**src/rtl/stream_width_upsizer.sv**
```systemverilog
// -----------------------------------------------------------------------------
// stream_width_upsizer
//
// Packs RATIO consecutive IN_WIDTH-bit beats (little-endian: beat k lands in
// bits [k*IN_WIDTH +: IN_WIDTH]) into one OUT_WIDTH = IN_WIDTH*RATIO word and
// queues it in a FIFO_DEPTH-entry FIFO behind a valid/ready output. The input
// cannot be stalled, so a word completing into a full FIFO (with no pop on the
// same edge) is dropped and counted.
//
// Parameters:
//   IN_WIDTH   input beat width (default 16)
//   RATIO      beats per output word, 2..8 (default 2)
//   FIFO_DEPTH FIFO entries, power of 2, >= 2 (default 4)
//
// Ports:
//   clk        rising-edge clock
//   rst_n      synchronous active-low reset
//   in_data    input beat data
//   in_valid   input beat qualifier, never stalled
//   flush      abandon the partial word held before this cycle's beat
//   out_data   word at the FIFO head (registered)
//   out_valid  FIFO non-empty (registered)
//   out_ready  downstream accepts the head word
//   overflow   sticky: a completed word was dropped
//   drop_cnt   dropped-word count, saturating at 255
//
// Build option:
//   STREAM_UPSIZER_PARTIAL_FLUSH_EN - when defined, a flush with a non-empty
//   partial word pushes it (upper beats zero) under the normal full rules;
//   when undefined the partial word is silently discarded.
// -----------------------------------------------------------------------------
module stream_width_upsizer #(
    parameter int IN_WIDTH   = 16,
    parameter int RATIO      = 2,
    parameter int FIFO_DEPTH = 4
) (
    input  logic                         clk,
    input  logic                         rst_n,
    input  logic [IN_WIDTH-1:0]          in_data,
    input  logic                         in_valid,
    input  logic                         flush,
    output logic [IN_WIDTH*RATIO-1:0]    out_data,
    output logic                         out_valid,
    input  logic                         out_ready,
    output logic                         overflow,
    output logic [7:0]                   drop_cnt
);

    localparam int OUT_WIDTH = IN_WIDTH * RATIO;
    localparam int IDXW      = $clog2(RATIO);
    localparam int PTRW      = $clog2(FIFO_DEPTH);
    localparam int CNTW      = PTRW + 1;

    localparam logic [IDXW-1:0] C_IDX_ZERO = {IDXW{1'b0}};
    localparam logic [IDXW-1:0] C_IDX_ONE  = IDXW'(1);
    localparam logic [IDXW-1:0] C_IDX_LAST = IDXW'(RATIO - 1);
    localparam logic [PTRW-1:0] C_PTR_ZERO = {PTRW{1'b0}};
    localparam logic [PTRW-1:0] C_PTR_ONE  = PTRW'(1);
    localparam logic [CNTW-1:0] C_CNT_ZERO = {CNTW{1'b0}};
    localparam logic [CNTW-1:0] C_CNT_ONE  = CNTW'(1);
    localparam logic [CNTW-1:0] C_CNT_FULL = CNTW'(FIFO_DEPTH);

    logic [IDXW-1:0]      r_idx;
    logic [OUT_WIDTH-1:0] r_asm;
    logic [OUT_WIDTH-1:0] r_mem [FIFO_DEPTH];
    logic [PTRW-1:0]      r_wptr;
    logic [PTRW-1:0]      r_rptr;
    logic [CNTW-1:0]      r_count;
    logic [OUT_WIDTH-1:0] r_out_data;
    logic                 r_out_valid;
    logic                 r_overflow;
    logic [7:0]           r_drop_cnt;

    logic [IDXW-1:0]      w_idx_base;
    logic [OUT_WIDTH-1:0] w_asm_base;
    logic [OUT_WIDTH-1:0] w_word;
    logic                 w_last;
    logic [IDXW-1:0]      w_idx_nxt;
    logic [OUT_WIDTH-1:0] w_asm_nxt;
    logic                 w_flush_push;
    logic                 w_push_req;
    logic [OUT_WIDTH-1:0] w_push_data;
    logic                 w_pop;
    logic                 w_push_ok;
    logic                 w_drop;
    logic [CNTW-1:0]      w_cnt_after_pop;
    logic [CNTW-1:0]      w_count_nxt;
    logic [PTRW-1:0]      w_rptr_nxt;
    logic [PTRW-1:0]      w_wptr_nxt;
    logic [OUT_WIDTH-1:0] w_head_nxt;

    // Beat assembly: flush is applied before this cycle's beat is merged.
    always_comb begin
        w_idx_base = r_idx;
        w_asm_base = r_asm;
        if (flush) begin
            w_idx_base = C_IDX_ZERO;
            w_asm_base = {OUT_WIDTH{1'b0}};
        end else begin
            w_idx_base = r_idx;
            w_asm_base = r_asm;
        end

        w_word = w_asm_base;
        for (int k = 0; k < RATIO; k++) begin
            if (w_idx_base == IDXW'(k)) begin
                w_word[k*IN_WIDTH +: IN_WIDTH] = in_data;
            end else begin
                w_word[k*IN_WIDTH +: IN_WIDTH] = w_asm_base[k*IN_WIDTH +: IN_WIDTH];
            end
        end

        w_last = in_valid && (w_idx_base == C_IDX_LAST);

        w_idx_nxt = w_idx_base;
        w_asm_nxt = w_asm_base;
        if (w_last) begin
            w_idx_nxt = C_IDX_ZERO;
            w_asm_nxt = {OUT_WIDTH{1'b0}};
        end else if (in_valid) begin
            w_idx_nxt = w_idx_base + C_IDX_ONE;
            w_asm_nxt = w_word;
        end else begin
            w_idx_nxt = w_idx_base;
            w_asm_nxt = w_asm_base;
        end
    end

    // Push / pop decisions and next FIFO bookkeeping.
    always_comb begin
`ifdef STREAM_UPSIZER_PARTIAL_FLUSH_EN
        // r_asm only ever holds filled beats, so upper beats are already zero.
        w_flush_push = flush && (r_idx != C_IDX_ZERO);
`else
        w_flush_push = 1'b0;
`endif
        // A normal push needs base index RATIO-1, which flush forces to 0,
        // so the two push sources never coincide.
        w_push_req = w_last || w_flush_push;
        if (w_last) begin
            w_push_data = w_word;
        end else begin
            w_push_data = r_asm;
        end

        w_pop     = r_out_valid && out_ready;
        w_push_ok = w_push_req && ((r_count != C_CNT_FULL) || w_pop);
        w_drop    = w_push_req && !w_push_ok;

        w_cnt_after_pop = r_count - (w_pop ? C_CNT_ONE : C_CNT_ZERO);
        w_count_nxt     = w_cnt_after_pop + (w_push_ok ? C_CNT_ONE : C_CNT_ZERO);
        w_rptr_nxt      = r_rptr + (w_pop ? C_PTR_ONE : C_PTR_ZERO);
        w_wptr_nxt      = r_wptr + (w_push_ok ? C_PTR_ONE : C_PTR_ZERO);

        // Head after this edge: the word being written if the FIFO is
        // otherwise empty, else the stored entry at the new read pointer.
        if (w_count_nxt == C_CNT_ZERO) begin
            w_head_nxt = {OUT_WIDTH{1'b0}};
        end else if (w_cnt_after_pop == C_CNT_ZERO) begin
            w_head_nxt = w_push_data;
        end else begin
            w_head_nxt = r_mem[w_rptr_nxt];
        end
    end

    // State registers: assembly, FIFO storage/pointers, output and drop status.
    always_ff @(posedge clk) begin
        if (!rst_n) begin
            r_idx       <= C_IDX_ZERO;
            r_asm       <= {OUT_WIDTH{1'b0}};
            r_wptr      <= C_PTR_ZERO;
            r_rptr      <= C_PTR_ZERO;
            r_count     <= C_CNT_ZERO;
            r_out_data  <= {OUT_WIDTH{1'b0}};
            r_out_valid <= 1'b0;
            r_overflow  <= 1'b0;
            r_drop_cnt  <= 8'd0;
            for (int i = 0; i < FIFO_DEPTH; i++) begin
                r_mem[i] <= {OUT_WIDTH{1'b0}};
            end
        end else begin
            r_idx       <= w_idx_nxt;
            r_asm       <= w_asm_nxt;
            r_wptr      <= w_wptr_nxt;
            r_rptr      <= w_rptr_nxt;
            r_count     <= w_count_nxt;
            r_out_data  <= w_head_nxt;
            r_out_valid <= (w_count_nxt != C_CNT_ZERO);
            if (w_push_ok) begin
                r_mem[r_wptr] <= w_push_data;
            end
            if (w_drop) begin
                r_overflow <= 1'b1;
                if (r_drop_cnt != 8'd255) begin
                    r_drop_cnt <= r_drop_cnt + 8'd1;
                end
            end
        end
    end

    assign out_data  = r_out_data;
    assign out_valid = r_out_valid;
    assign overflow  = r_overflow;
    assign drop_cnt  = r_drop_cnt;

endmodule
```
**config.mk**
```make
export PLATFORM = sky130hd
export DESIGN_NAME = stream_width_upsizer
export DESIGN_NICKNAME = d
export VERILOG_FILES = /design/src/rtl/stream_width_upsizer.sv
export SDC_FILE = /design/constraint.sdc
export NUM_CORES = 1
export LEC_CHECK = 0
export ABC_AREA = 1
export ABC_CLOCK_PERIOD_IN_PS = 4300
export CORE_MARGIN = 2
export CORE_UTILIZATION = 51
export CTS_BUF_LIST = sky130_fd_sc_hd__clkbuf_4
export DETAILED_ROUTE_END_ITERATION = 6
export HOLD_SLACK_MARGIN = 0.08
export PLACE_DENSITY = 0.73
export RECOVER_POWER = 100
export SYNTH_ARGS = -nofsm -noshare
export SYNTH_HDL_FRONTEND = slang
export SYNTH_SLANG_ARGS = --single-unit
export TNS_END_PERCENT = 30
```
**constraint.sdc**
```tcl
create_clock -name clk -period 4.3 [get_ports clk]
set_input_delay 0.86 -clock clk [delete_from_list [all_inputs] [get_ports clk]]
set_output_delay 0.86 -clock clk [all_outputs]
set_load 0.005 [all_outputs]
```
## Yosys cells after proc, flatten, opt, wreduce, memory -nomap -nowiden

Memories as Yosys holds them, arrays and structs flattened.
Cells that the tools add are included.

| word-level totals | value |
|---|---|
| output and inout bits | 42 |
| flip-flop bits (word level) | 82 |
| memories | 1 |
| memory bits (writable) | 128 |
| logic and storage cells | 51 |

| cells by class | value |
|---|---|
| bitwise operators | 1 |
| mux-type cells | 19 |
| reduce and logical (&&, ||, !) cells | 13 |
| add/sub/neg operators | 6 |
| eq/ne operators | 2 |

Memory list:

| memory | words | bits a word | read ports | clocked after memory_dff | wr ports | RTL line | text |
|---|---|---|---|---|---|---|---|
| r_mem | 4 | 32 | 1 | 0 | 4 | 65 | `logic [OUT_WIDTH-1:0] r_mem [FIFO_DEPTH];` |

Operators with widths:

| cell | number |
|---|---|
| 32-bit 2-to-1 mux | 5 |
| 16-bit 2-to-1 mux | 2 |
| 32-bit OR reduction | 1 |
| 1-bit 2-to-1 mux | 11 |
| 8-bit by 1-bit adder with 8-bit output, second input constant | 1 |
| 8-bit != test, second input constant | 1 |
| 3-bit zero test | 2 |
| 2-bit by 1-bit adder with 2-bit output | 2 |
| 1-bit logical AND | 4 |
| 2-bit OR reduction | 2 |
| 3-bit by 1-bit adder with 3-bit output | 1 |
| 3-bit != test, second input constant | 1 |
| 3-bit nonzero test | 1 |
| 3-bit by 1-bit subtractor with 3-bit output | 1 |
| 2-bit 2-to-1 mux | 1 |
| 2-bit AND reduction | 1 |
| 1-bit adder, second input constant | 1 |
| 1-bit zero test | 1 |
| 1-bit logical OR | 1 |
| 1-bit NOT | 1 |

## Longest topological paths before layout

Gate-level depths: netlist of the first run.

| logic depth | value |
|---|---|
| word-level depth | 8 |
| mapped depth | 14 |
| mapped depth without buffers | 12 |

## Worst setup path after synthesis of the first run

OpenSTA, ideal clock, no wires.

| timing | value |
|---|---|
| path kind | input to register |
| from | input port flush |
| to | memory r_mem[0][0] (netlist bit), enable pin |
| arrival time | 3.957 ns |
| required time | 3.834 ns |
| path slack | -0.122 ns |
| cell stages on the path | 7 |
| cell sequence | nor2_8 > buf_6 > ha_1 > nand2_2 > nor2_4 > nand2_2 > o21ai_0 |

RTL lines:

| item | RTL line | text |
|---|---|---|
| from (decl) | 41 | `input logic flush,` |
| to (decl) | 65 |  |

## Worst setup path in the final report of the first run

| timing | value |
|---|---|
| from | input port flush |
| to | register r_drop_cnt[1] (netlist: drop_cnt[1]) |

| between the ends | value |
|---|---|
| cells in the longest elaborated chain, start to end | 6 |

RTL lines:

| item | RTL line | text |
|---|---|---|
| 1-bit 2-to-1 mux * | 96 | `if (flush) begin` |
| 1-bit logical AND * | 113 | `w_last = in_valid && (w_idx_base == C_IDX_LAST);` |
| 1-bit logical AND | 147 | `w_push_ok = w_push_req && ((r_count != C_CNT_FULL) \|\| w_pop);` |
| 1-bit zero test | 148 | `w_drop = w_push_req && !w_push_ok;` |
| 1-bit logical AND * | 148 |  |
| 2-bit AND reduction (no source line) * | n/a |  |
| to (signal assigned) | 195 | `r_drop_cnt <= r_drop_cnt + 8'd1;` |
| to (decl) | 72 | `logic [7:0] r_drop_cnt;` |

Mark *: on every way between the ends. The rest lies on a longest branch, timed or not.
A chain may end at the register's enable or synchronous reset.

==> flow_metrics.tcl, run 1 <==
set metrics [dict create \
    outcome "finished, violations left" \
    violations "max-capacitance violations, max-slew violations" \
    ioPinCount 63 \
    final.fill_count 1915 \
    p_leak_nw 4.97 \
    worstPathArrival_ns 3.88 \
    synth_largest_area_cell "edfxtp_1" \
    die_h_um 151 \
    period_needed_ns 3.33 \
    syn_nets 1289 \
    initial_core_util_pct 52.2 \
    grt_max_degree 69 \
    cts-root-buf "clkbuf_4" \
    crit_top_cell "nor2_1" \
    finClkSkew_ns 0.0373 \
    grt_pass1_vias 8684 \
    antenna_found_initial 1 \
    synth.area.top_cells "edfxtp_1, dfxtp_1, nand2_1" \
    cpMaxStageDelayCell "clkbuf_2" \
    ys_top_cells_by_count "nand2_1, edfxtp_1, inv_1, nand3_1, nor3_2" \
    synthCells 1260 \
    vias 8819 \
    synth_cell_type_count 35 \
    reg2reg_from "r_idx" \
    hold_viol 0 \
    routed_via_density 5.36 \
    rr_worst_depth 9 \
    r2r_setup_slack_ns 1.22 \
    hold_end "overflow" \
    grt_overflow 0 \
    hold_buffers 0 \
    worstPathCellList "dlygate4sd3_1, nor2_8, ha_1, clkbuf_2, inv_1, nor2_1, nand2_2, o21ai_0, nor2_1" \
    drc_errors 0 \
    wirelength_um 28400 \
    crit_start "flush" \
    synthArstFlopShare_pct 0 \
    setup_viol 0 \
    clk_pin_slew_ns 0.06 \
    cp-end-kind "flip-flop" \
    numCtsBuffers 55 \
    fmax_mhz 300 \
    grt_usage_pct 25.5 \
    slew_viol_final 19 \
    hp-class "flip-flop to flip-flop" \
    place.gp.congestion 0.842 \
    synth_top_area_share_pct 34.8 \
    synth_area_sq_mm 0.0110 \
    io_buffers 62 \
    synth_edf_count 128 \
    critPathMaxStageDelay_ns 0.98 \
    synth_most_common_cell "nand2_1" \
    post_cts.repair.setup_buffers 0 \
    yosysWarningCount 0 \
    clk_path_buf_depth 3 \
    final_layout_size_suffix_gt1_share_pct 17.9 \
    die_w_um 151 \
    seq_area_frac_synth_pct 49.7 \
    drt_iter0_markers 883 \
    cts_resized 0 \
    cp.required_ns 4.85 \
    synth_flop_cell "edfxtp_1" \
    drv_cap 1 \
    wl_per_cell_um 17.3 \
    clk-insertion-delay-late_ns 0.66 \
    rows 53 \
    critPathLaunchType "primary input" \
    timing.final.ws_setup_ns 0.971 \
    vdd_drop_max_mv 0.630 \
    cp_max_fo 66 \
    ant_nets 0 \
    min_path_cells 1 \
    timing.final.crit_share_pct 77.4 \
    clock_sinks 210 \
    slew_headroom_pct -3.33 \
    nNetsFinal 1353 \
    syn_area_per_cell_sq_um 8.76 \
    regArea_sq_mm 0.00549 \
    hpwl_um 17200 \
    rsz0062_at_grt "false" \
    max_slew.worst_pin.slew_ns 1.55 \
    area_growth_pct 10.2 \
    total_power_w 0.00576 \
    core_sq_mm 0.0212 \
    firstDrtPassIters 5 \
    cts_tree "done" \
    synth_seq_cells 210 \
    htree_levels 2 \
    grt_pass1_wl_um 44900 \
    setup.worst_path.class "primary input to flip-flop" \
    worstHoldStart "overflow" \
    r2r_end "drop_cnt[1]" \
    place_ws_ns 0.981 \
    powerDensity_mw_per_mm2 474 \
    multiInputGateArea_sq_mm 0.00430 \
    die_area_sq_mm 0.0228 \
]
-- metal layers --
layer / vias to the layer above / track usage [%] / part of all wire (%)
li1: 4283 / - / -
met5: - / 0 / 0
met2: 342 / 40.6 / 47
met4: 0 / 9.81 / 2.4
met1: 4139 / 34.2 / 42
met3: 55 / 5.63 / 8.4
-- metrics by stage --
step / TNS, ns / util [%] / std cells / cell area, sq um / hold slack, ns
3_3_place_gp: 0 / 56.1 / 1542 / 11900 / 0.457
5_1_grt: 0 / 57.5 / 1645 / 12200 / 0.508
6_report: 0 / 57.5 / 1645 / 12200 / 0.464
2_1_floorplan: -5.90 / - / 1260 / 11000 / 0.465
3_5_place_dp: 0 / 56.1 / 1542 / 11900 / 0.456
4_1_cts: 0 / 59.5 / 1644 / 12600 / 0.476
-- cells in the final DEF, fill, tap and decap left out, types with 21 or more instances in the layout --
cell           Yosys  final
inv_1            120    120
o21ai_0           63     62
nand3_1           94    103
dfxtp_1           82     81
nand2_1          330    363
nor2_1            47     49
nor3_2            84     41
nor3_1            12     55
clkbuf_4           0     89
nand2_2           54     21
a21oi_1           47     54
edfxtp_1         128    128
or2_2             24     24
dlygate4sd3_1      0     43
-- report_power, final --
part / switching, W / internal (W)
combinational: 0.00109 / 0.000521
sequential: 0.0000855 / 0.00230
clock: 0.000837 / 0.000932
-- state kept, by name, summed over array words and instances, names as in the netlist --
signal	cells
drop_cnt	8
r_wptr	2
out_valid	1
out_data	32
r_count	3
r_idx	1
r_asm	32
overflow	1
r_rptr	2
r_mem	128
-- how the worst max path moves through the flow --
stage | depth (start not counted) | endpoint | slack (ns)
global placement | 7 | r_mem[2][26] | 1.04
global route | 9 | drop_cnt[1] | 0.76
finish | 9 | drop_cnt[1] | 0.97
CTS | 10 | r_asm[0] | 1.66
detailed placement | 10 | r_asm[0] | 0.98
floorplan | 7 | r_mem[2][0] | -0.12
-- critical path: cells and delay by family --
| kind | cells | cell delay, ns |
|---|---|---|
| adder cells (fa/ha/maj) | 1 | 0.17 |
| buffers and inverters | 3 | 1.76 |
| AO/OA/AOI/OAI | 1 | 0.22 |
| AND/OR/NAND/NOR | 4 | 0.85 |
-- cell families after synthesis --
family / after synthesis / share of synthesized area [%]
AOI/OAI and AO/OA: 143 / 7.38
buffers and inverters: 206 / 8.19
and+or+nand+nor: 688 / 33.3
DFF: 210 / 49.7
xor gates and xnor gates: 5 / 0.533
adders and majority gates: 8 / 0.907
-- layout make-up --
type / instances / share of cell area, %
clock inverter: 13 / 0.401
antenna: 1 / 0.0206
multi-input combinational: 844 / 35.3
sequential: 210 / 45.1
clock buffer: 89 / 5.49
tap: 275 / 2.83
timing repair buffer: 87 / 6.92
inverter: 126 / 3.89
Note: power is estimated with default switching activity, not from simulation.
==> run 2, diff against run 1 <==
--- a/config.mk
+++ b/config.mk
@@ -6,7 +6,7 @@
 export NUM_CORES = 1
 export LEC_CHECK = 0
 export ABC_AREA = 1
-export ABC_CLOCK_PERIOD_IN_PS = 4300
+export ABC_CLOCK_PERIOD_IN_PS = 2800
 export CORE_MARGIN = 2
 export CORE_UTILIZATION = 51
 export CTS_BUF_LIST = sky130_fd_sc_hd__clkbuf_4
==> constraint.sdc (replaced) <==
create_clock -name clk -period 2.8 [get_ports clk]
set_input_delay 0.56 -clock clk [delete_from_list [all_inputs] [get_ports clk]]
set_output_delay 0.56 -clock clk [all_outputs]
set_load 0.005 [all_outputs]
==> run 2 against run 1 <==
The run ends with design-rule violations left. Wire length fell by 0.64%. Register-to-register slack got worse by 0.84 ns. Cell area rose by 1.3%. Sequential share of layout area fell by 0.59 points. Via count rose by 1.6%. Largest cell class unchanged. Highest routed layer unchanged.
==> flow_metrics.tcl, run 2 (synthesized netlist as in run 1, its figures left out) <==
set metrics [dict create \
    clk-insertion-delay-late_ns 0.66 \
    final.fill_count 1869 \
    largest_reg_flops 128 \
    rsz0062_at_grt "false" \
    grt_pass1_wl_um 44100 \
    mostFrequentLayoutCell "nand2_1" \
    seq_power_share_pct 40.6 \
    grt_overflow 0 \
    setup.worst_path.class "flip-flop to flip-flop" \
    p_leak_nw 5.09 \
    violations "design-rule violations" \
    largest-register "r_mem" \
    outcome "finished, violations left" \
    die_area_sq_mm 0.0228 \
    rr_worst_depth 11 \
    fmax_mhz 414 \
    worst_hold_slack_ns 0.473 \
    max_slew.worst_pin.slew_ns 0.833 \
    final_cell_mix "nand2_1, edfxtp_1, inv_1" \
    final_layout_size_suffix_gt1_share_pct 18.3 \
    clk_path_buf_depth 3 \
    cp.required_ns 3.38 \
    nNetsFinal 1374 \
    r2r_end "out_data[13]" \
    drv_cap 0 \
    p_clk_share_pct 28.7 \
    initial_core_util_pct 52.2 \
    hpwl_um 18000 \
    dp_cells 1564 \
    intPower_w 0.00587 \
    period_needed_ns 2.42 \
    pwr-share-comb_pct 30.7 \
    hold_viol 0 \
    io_buffers 62 \
    final_cell_count_no_fill 1666 \
    cp_max_fo 30 \
    ioPinCount 63 \
    p_sw_w 0.00311 \
    slew_viol_final 0 \
    antenna_found_initial 1 \
    clock_sinks 210 \
    timing.final.crit_share_pct 86.3 \
    powerDensity_mw_per_mm2 729 \
    wl_per_cell_um 16.9 \
    grt_pass1_vias 8418 \
    hold_buffers 0 \
    clk_pin_slew_ns 0.07 \
    core_sq_mm 0.0212 \
    min_path_cells 1 \
    hp-class "flip-flop to flip-flop" \
    rows 53 \
    htree_levels 2 \
    post_cts.repair.setup_buffers 0 \
    worstHoldStart "overflow" \
    firstDrtPassIters 7 \
    swShare_pct 34.6 \
    critPathLaunchType "flip-flop" \
    grt_max_degree 52 \
    hold_end "overflow" \
    cts-root-buf "clkbuf_4" \
    die_w_um 151 \
    vias 8959 \
    finClkSkew_ns 0.0259 \
    worstPathArrival_ns 2.99 \
    numCtsBuffers 54 \
    wirelength_um 28200 \
    drc_errors 1 \
    place.gp.congestion 0.907 \
    reg2reg_from "out_valid" \
    cp-end-kind "flip-flop" \
    slew_headroom_pct 44.5 \
    vdd_drop_max_mv 0.606 \
    setup_viol 0 \
    drt_iter0_markers 842 \
    setup_tns_ns 0 \
    grt_usage_pct 25.3 \
    area_growth_pct 11.6 \
    cts_resized 0 \
    cts_tree "done" \
    die_h_um 151 \
    ant_nets 0 \
    routed_via_density 5.38 \
    r2r_setup_slack_ns 0.38 \
]
[run 2: cell count changes in the layout (fill, tap and decap cells not counted), moves of 4 or more]
cell	change
a21oi_1	+5
a21oi_2	-5
buf_12	+8
buf_4	+7
clkinv_1	+4
nand2_1	-14
nand2_2	+14
nand3_1	-9
nand3_2	+9
nor3_1	+22
nor3_2	-22
[run 2: power groups by stage]
stage / combinational (W) / sequential [W] / clock, W
after detailed placement: 0.00290 / 0.00372 / 0
after global placement: 0.00285 / 0.00372 / 0
final: 0.00276 / 0.00364 / 0.00258
after CTS: 0.00291 / 0.00365 / 0.00264
after floorplan: 0.00178 / 0.00370 / 0
after global routing: 0.00300 / 0.00366 / 0.00278
[run 2: worst max path at each step]
stage	slack, ns	to	cells after the start	start
3_5_place_dp	-0.02	out_data[23]	12	flush
4_1_cts	0.53	drop_cnt[2]	1	drop_cnt[2]
6_report	0.38	out_data[13]	11	out_valid
5_1_grt	0.25	out_data[2]	12	out_valid
2_1_floorplan	-0.26	r_mem[3][0]	5	flush
3_3_place_gp	-0.001	out_data[25]	12	flush
[run 2: through the flow]
stage	util (%)	area [sq um]	worst slack, ns	total power (W)
2_1_floorplan	-	11100	-0.265	0.00547
3_3_place_gp	57.6	12200	-0.00136	0.00657
3_5_place_dp	57.6	12200	-0.0200	0.00662
4_1_cts	60.9	12900	0.532	0.00921
5_1_grt	58.3	12300	0.247	0.00944
6_report	58.3	12300	0.384	0.00898
[run 2: critical path, cell delays in order (launching register included)]
cell	delay, ns
dfxtp_1	0.33
nand2_1	0.09
inv_1	0.06
clkbuf_4	0.13
ha_1	0.82
buf_12	0.26
nand2_1	0.06
o21ai_0	0.07
nand2_1	0.07
nand2_1	0.08
nand2_1	0.11
a21oi_2	0.23
[run 2: metal layers]
metal	global-route usage (%)	part of all wire (%)
met4	11.3	3.6
met3	5.69	9.1
met2	39.0	45
met1	34.4	42
met5	0	0
[run 2: area by class of cell]
| type | instances | area [sq um] | area share (%) |
|---|---|---|---|
| Antenna cell | 1 | 2.50 | 0.0203 |
| Clock buffer | 83 | 623 | 5.06 |
| Clock inverter | 18 | 70.1 | 0.569 |
| Inverter | 126 | 473 | 3.84 |
| Multi-Input combinational cell | 844 | 4230 | 34.3 |
| Sequential cell | 210 | 5490 | 44.5 |
| Tap cell | 275 | 344 | 2.79 |
| Timing Repair Buffer | 109 | 1100 | 8.91 |
==> patch 1: new RTL, config.mk and constraints of run 1 <==
Make the reset (`rst_n`) asynchronous in one clocked block. Comments in the files are not updated.
--- a/src/rtl/stream_width_upsizer.sv
+++ b/src/rtl/stream_width_upsizer.sv
@@ -166,3 +166,3 @@
     // State registers: assembly, FIFO storage/pointers, output and drop status.
-    always_ff @(posedge clk) begin
+    always_ff @(posedge clk or negedge rst_n) begin
         if (!rst_n) begin
Function: differs if rst_n is asserted again (counterexample within 4 cycles, from zero or initial values and one cycle with rst_n low); with rst_n held inactive, the same outputs for 4 cycles.
==> patch 1 against run 1 <==
The run still ends with capacitance limit, slew limit left; routed wire length down 2.6%; first-iteration DRC count down 25%; die area about the same; final cell count up 14%; worst setup slack worse by 100 ps; sequential cell count unchanged; final area up 1.3%; count of clock-buffer cells in the layout down 9; synthesized area about the same.
Power is not compared: it rests on default switching activity, and its combinational part moved more than twofold at a synthesized area within 25%.
==> patch 1: results (changes against run 1) <==
| Metric | Value |
|---|---|
| Vias in the first global route | `9338 (+7.5%)` |
| Outcome | `finished with violations` |
| GPL Wtd Cong | `0.8527 (+1.3%)` |
| Clock latency on the worst-skew pair | `680 ps (+20 ps)` |
| Largest net degree at the start of global routing | `103 (+49%)` |
| Hold Path Stages | `2 (+1)` |
| Sequential-to-total area share from yosys stat | `47.62% (-2.1 points)` |
| Initial antenna violation count | `2 (+1)` |
| Met2 usage | `40.30% (-0.30 points)` |
| Post-DP HPWL | `17.45 mm (+1.7%)` |
| Worst R2R Path Depth | `8 (-1)` |
| Via density | `5.128 (-4.3%)` |
| Setup Skew | `32.48 ps (-4.857 ps)` |
| Min-Delay Path Class | `reg -> reg` |
| Max stage delay on crit path | `600 ps (-380 ps)` |
| Max stage delay cell, worst path | `clkbuf_1` |
| Fill cells | `1985 (+3.7%)` |
| PortBufs | `62 (unchanged)` |
| TritonCTS buffer count | `56 (+1.8%)` |
| Total of max-cap violations | `2 (+1)` |
| CP max FO | `33 (-50%)` |
| Area of the multi-input gates | `4542 sq um (+5.6%)` |
| Top cells by area in the synthesized netlist | `dfrtp_1, nand2_1, inv_1` |
| Final net count | `1594 (+18%)` |
| Global Route Usage Sum | `25.76% (+0.24 points)` |
| Share of cells above drive strength 1 | `9.125% (-8.8 points)` |
| DR iter-0 viols | `661 (-25%)` |
| Global-route wire length before repair | `46.48 mm (+3.4%)` |
| Net count after synthesis | `1538 (+19%)` |
| WL final | `27.69 mm (-2.6%)` |
| Met1 Use GR | `35.96% (+1.7 points)` |
| Most frequently used flop master after synthesis | `dfrtp_1` |
| Most instantiated cells after synthesis | `nand2_1, dfrtp_1, inv_1` |
| Unique cell type count in the Yosys netlist | `21 (-40%)` |
| Hold buffers post-CTS | `0 (unchanged)` |
| GR Layer Usage met3 | `5.090% (-0.54 points)` |
| Setup WS pre-CTS | `698.5 ps (-282.4 ps)` |
| Slew Limit Fails | `200 (+181)` |
| Max-Slew Margin vs Limit | `-74.83% (-72 points)` |
| Failing checks | `capacitance limit, slew limit` |
| CP arrival | `4000 ps (+120 ps)` |
## patch 1: changes by cell type after synthesis, moves of 33 or more
cell / delta
nand2_1: +299
dfrtp_1: +210
edfxtp_1: -128
nor3_2: -84
dfxtp_1: -82
inv_1: +67
o21ai_0: +46
nand2_2: -33
## patch 1: worst paths after layout
kind / start / end / slack (ps)
max in group asynchronous: rst_n / r_idx$_DFF_PN0_ / 1430
min in group asynchronous: rst_n / drop_cnt[3]$_DFFE_PN0P_ / 1000
worst max-delay path: flush / out_data[17]$_DFF_PN0_ / 870
worst min register to register: r_mem[34]$_DFFE_PN0P_ / r_mem[34]$_DFFE_PN0P_ / 470
worst max register to register: out_valid$_DFF_PN0_ / out_data[27]$_DFF_PN0_ / 1220
worst min-delay path: r_mem[34]$_DFFE_PN0P_ / r_mem[34]$_DFFE_PN0P_ / 470
## patch 1: critical path, delay by kind of cell
kind / cells / cell delay [ps]
buffers and inverters: 6 / 1720
adder cells (fa/ha/maj): 3 / 780
AND/OR/NAND/NOR: 6 / 640
## patch 1: cells by family after synthesis
group / share of synthesized area (%)
simple gates: 31.96
compound gates: 8.799
flops: 47.62
xor+xnor: 0.3969
buf+inv: 10.31
fa+ha+maj: 0.9072
## patch 1: where the power goes
part / internal [W] / switching (W)
combinational: 0.00138 / 0.00236
sequential: 0.00284 / 0.000308
clock: 0.000842 / 0.000799
## patch 1: through the flow
stage               util, %  cell area [sq um]  std cells  total power [W]
finish                58.28              12330       1876         0.008527
floorplan                 -              11030       1509         0.005800
detailed placement    55.80              11800       1782         0.007021
global route          58.28              12330       1876         0.009355
global placement      55.80              11800       1782         0.006897
CTS                   58.87              12450       1875         0.008697
## patch 1: layout make-up
cell class                 instances  share of cell area, %
inverter                         188                  5.724
antenna                            1                0.02030
timing repair buffer              84                  6.729
clock buffer                      80                  4.872
tap                              275                  2.791
multi-input combinational       1025                  36.84
clock inverter                    13                 0.3958
sequential                       210                  42.63
## patch 1: routing by layer
layer,vias up,part of all wire (%)
met5,-,0.047
met4,2,2.7
met3,64,6.6
met2,311,46
met1,4471,45
li1,4773,-
==> patch 2: new RTL, settings of run 1 <==
Without the edit above. The option `STREAM_UPSIZER_PARTIAL_FLUSH_EN` is turned on by a define.
--- a/src/rtl/stream_width_upsizer.sv
+++ b/src/rtl/stream_width_upsizer.sv
@@ -31,2 +31,4 @@
 // -----------------------------------------------------------------------------
+`define STREAM_UPSIZER_PARTIAL_FLUSH_EN
+
 module stream_width_upsizer #(
Function: changed (a bounded check fails within 4 cycles, from zero or initial values and one cycle with rst_n low).
==> patch 2 against run 1 <==
The run still ends with capacitance limit, slew limit left; register-to-register slack lost 240 ps; hold slack improved by 1.5 ps; power rose by 4.5%; final area down 2.9%; synthesized area down 8.1%; routed wire length fell by 4.7%; sequential cell count unchanged; clock power is 9.6% higher; worst setup slack worse by 170 ps; first-iteration DRC count rose by 18%; highest routed layer unchanged.
==> patch 2: results (changes against run 1) <==
| Metric | Value |
|---|---|
| Dpl cell area | `11060 sq um (-6.9%)` |
| Drt wl/cell | `16.58 um (-4.0%)` |
| Global Route Usage Sum | `25.41% (-0.11 points)` |
| Worst Hold Path EP | `overflow$_SDFFE_PN0P_` |
| Unique cell type count in the Yosys netlist | `25 (-29%)` |
| Total of max-cap violations | `4 (+3)` |
| Largest net degree at the start of global routing | `73 (+5.8%)` |
| Slew Limit Fails | `158 (+139)` |
| CP arrival | `3870 ps (about the same)` |
| Sequential-to-total area share from yosys stat | `54.04% (+4.4 points)` |
| Outcome | `finished with violations` |
| Setup Fix Bufs, Post-CTS | `0 (unchanged)` |
| Max reg flops | `128 (unchanged)` |
| Ys async rst share | `0% (unchanged)` |
| GPL Wtd Cong | `0.8443 (+0.27%)` |
| Clock latency on the worst-skew pair | `700 ps (+40 ps)` |
| Post-synth EDFFs | `128 (unchanged)` |
| DR iter-0 viols | `1040 (+18%)` |
| Most flops, register | `r_mem` |
| Setup WS pre-CTS | `746.0 ps (-234.9 ps)` |
| Global-route wire length before repair | `42.70 mm (-5.0%)` |
| Share of cells above drive strength 1 | `11.35% (-6.5 points)` |
| Max Buffers Root-to-Sink | `3 (unchanged)` |
| Clock-pin slew on the worst setup and hold paths | `~70 ps` |
| Vias in the first global route | `8053 (-7.3%)` |
| CTS root buf | `clkbuf_4` |
| Final net count | `1353 (unchanged)` |
| Most instantiated cells after synthesis | `nand2_1, edfxtp_1, inv_1` |
| Pre-antenna DRT Iters | `7 (+2)` |
| Reg2Reg Setup Slack | `980 ps (-240 ps)` |
| Lkg Pwr | `4.987 nW (+0.34%)` |
| Worst R2R Start | `r_idx$_SDFF_PP0_` |
| Initial antenna violation count | `1 (unchanged)` |
| H-Tree Depth | `2 (unchanged)` |
| CP max FO | `32 (-52%)` |
| Worst R2R Path Depth | `10 (+1)` |
| Min-Delay Path Class | `reg -> reg` |
| Top cells by area in the synthesized netlist | `edfxtp_1, dfxtp_1, nand2_1` |
| Worst setup endpoint | `r_mem[2][20]$_SDFFCE_PN0P_` |
| Crit path from | `flush` |
| TritonCTS buffer count | `56 (+1.8%)` |
| PortBufs | `62 (unchanged)` |
| Yosys warning total | `0 (unchanged)` |
| Net count after synthesis | `1290 (+0.078%)` |
| Maximum VDD drop | `0.3547 mV (-44%)` |
| Hold Path Stages | `2 (+1)` |
| Via Count | `8799 (-0.23%)` |
| Post-CTS Resized | `0 (unchanged)` |
| Most frequently used flop master after synthesis | `edfxtp_1` |
| Failing checks | `capacitance limit, slew limit` |
| Max-Slew Margin vs Limit | `-23.52% (-20 points)` |
| Post-DP HPWL | `16.75 mm (-2.4%)` |
| Min setup slack post-route | `799.3 ps (-172.0 ps)` |
| Hold WS | `466.0 ps (+1.456 ps)` |
| Setup Skew | `48.73 ps (+11.40 ps)` |
| Setup Crit Path Kind | `in -> reg` |
| Hold path start | `overflow$_SDFFE_PN0P_` |
patch 2: changes by cell type after synthesis, sizes merged, moves of 2 or more:
cell	run 1	this run
nand4	1	3
clkbuf	23	33
nand3b	2	0
inv	124	129
a21oi	72	69
nand2	385	381
nand3	120	123
buf	57	46
nor2	52	56
patch 2: where the power goes:
part	internal [W]	total, W	switching, W
combinational	0.000539	0.00166	0.00112
clock	0.00111	0.00194	0.000834
sequential	0.00234	0.00243	0.0000869
total	0.00399	0.00602	0.00204
patch 2: worst max-delay path, cell delays in order:
cell and delay [ps]:
dlygate4sd3_1 610, nor2_4 60, ha_1 190, inv_1 70, nand2_1 110, nand2_1 220
nor2_1 130, nand2_2 110, clkbuf_1 1340, nor3_1 160
patch 2: per-layer routing:
metal	share of wire [%]	wire length (um)	GRT usage, %	vias up
met4	2.3	633	7.941	0
met3	10	2704	5.346	66
li1	-	-	-	4278
met1	43	11690	35.63	4001
met5	0	0	0	-
met2	44	12050	39.81	454
patch 2: layout make-up:
cell class	count	area, sq um
clock buffers	89	668.1
well taps	265	331.6
repair buffers	84	849.6
diodes	2	5.005
inverters	130	488.0
clock inverters	11	120.1
multi-input cells	842	3859
fillers	1768	7720
flip-flops and latches	210	5485
patch 2: stage by stage:
step	TNS (ps)	util, %	instances
2_1_floorplan	-4872	-	1261
3_3_place_gp	0	56.63	1531
3_5_place_dp	0	56.63	1531
4_1_cts	0	60.67	1631
5_1_grt	0	60.46	1633
6_report	0	60.46	1633
patch 2: cell families after synthesis:
| family | share of synthesized area [%] |
|---|---|
| AOI/OAI and AO/OA | 6.828 |
| xor gates and xnor gates | 0.4315 |
| adders and majority gates | 0.9861 |
| buffers and inverters | 8.382 |
| DFF | 54.04 |
| and+or+nand+nor | 29.34 |
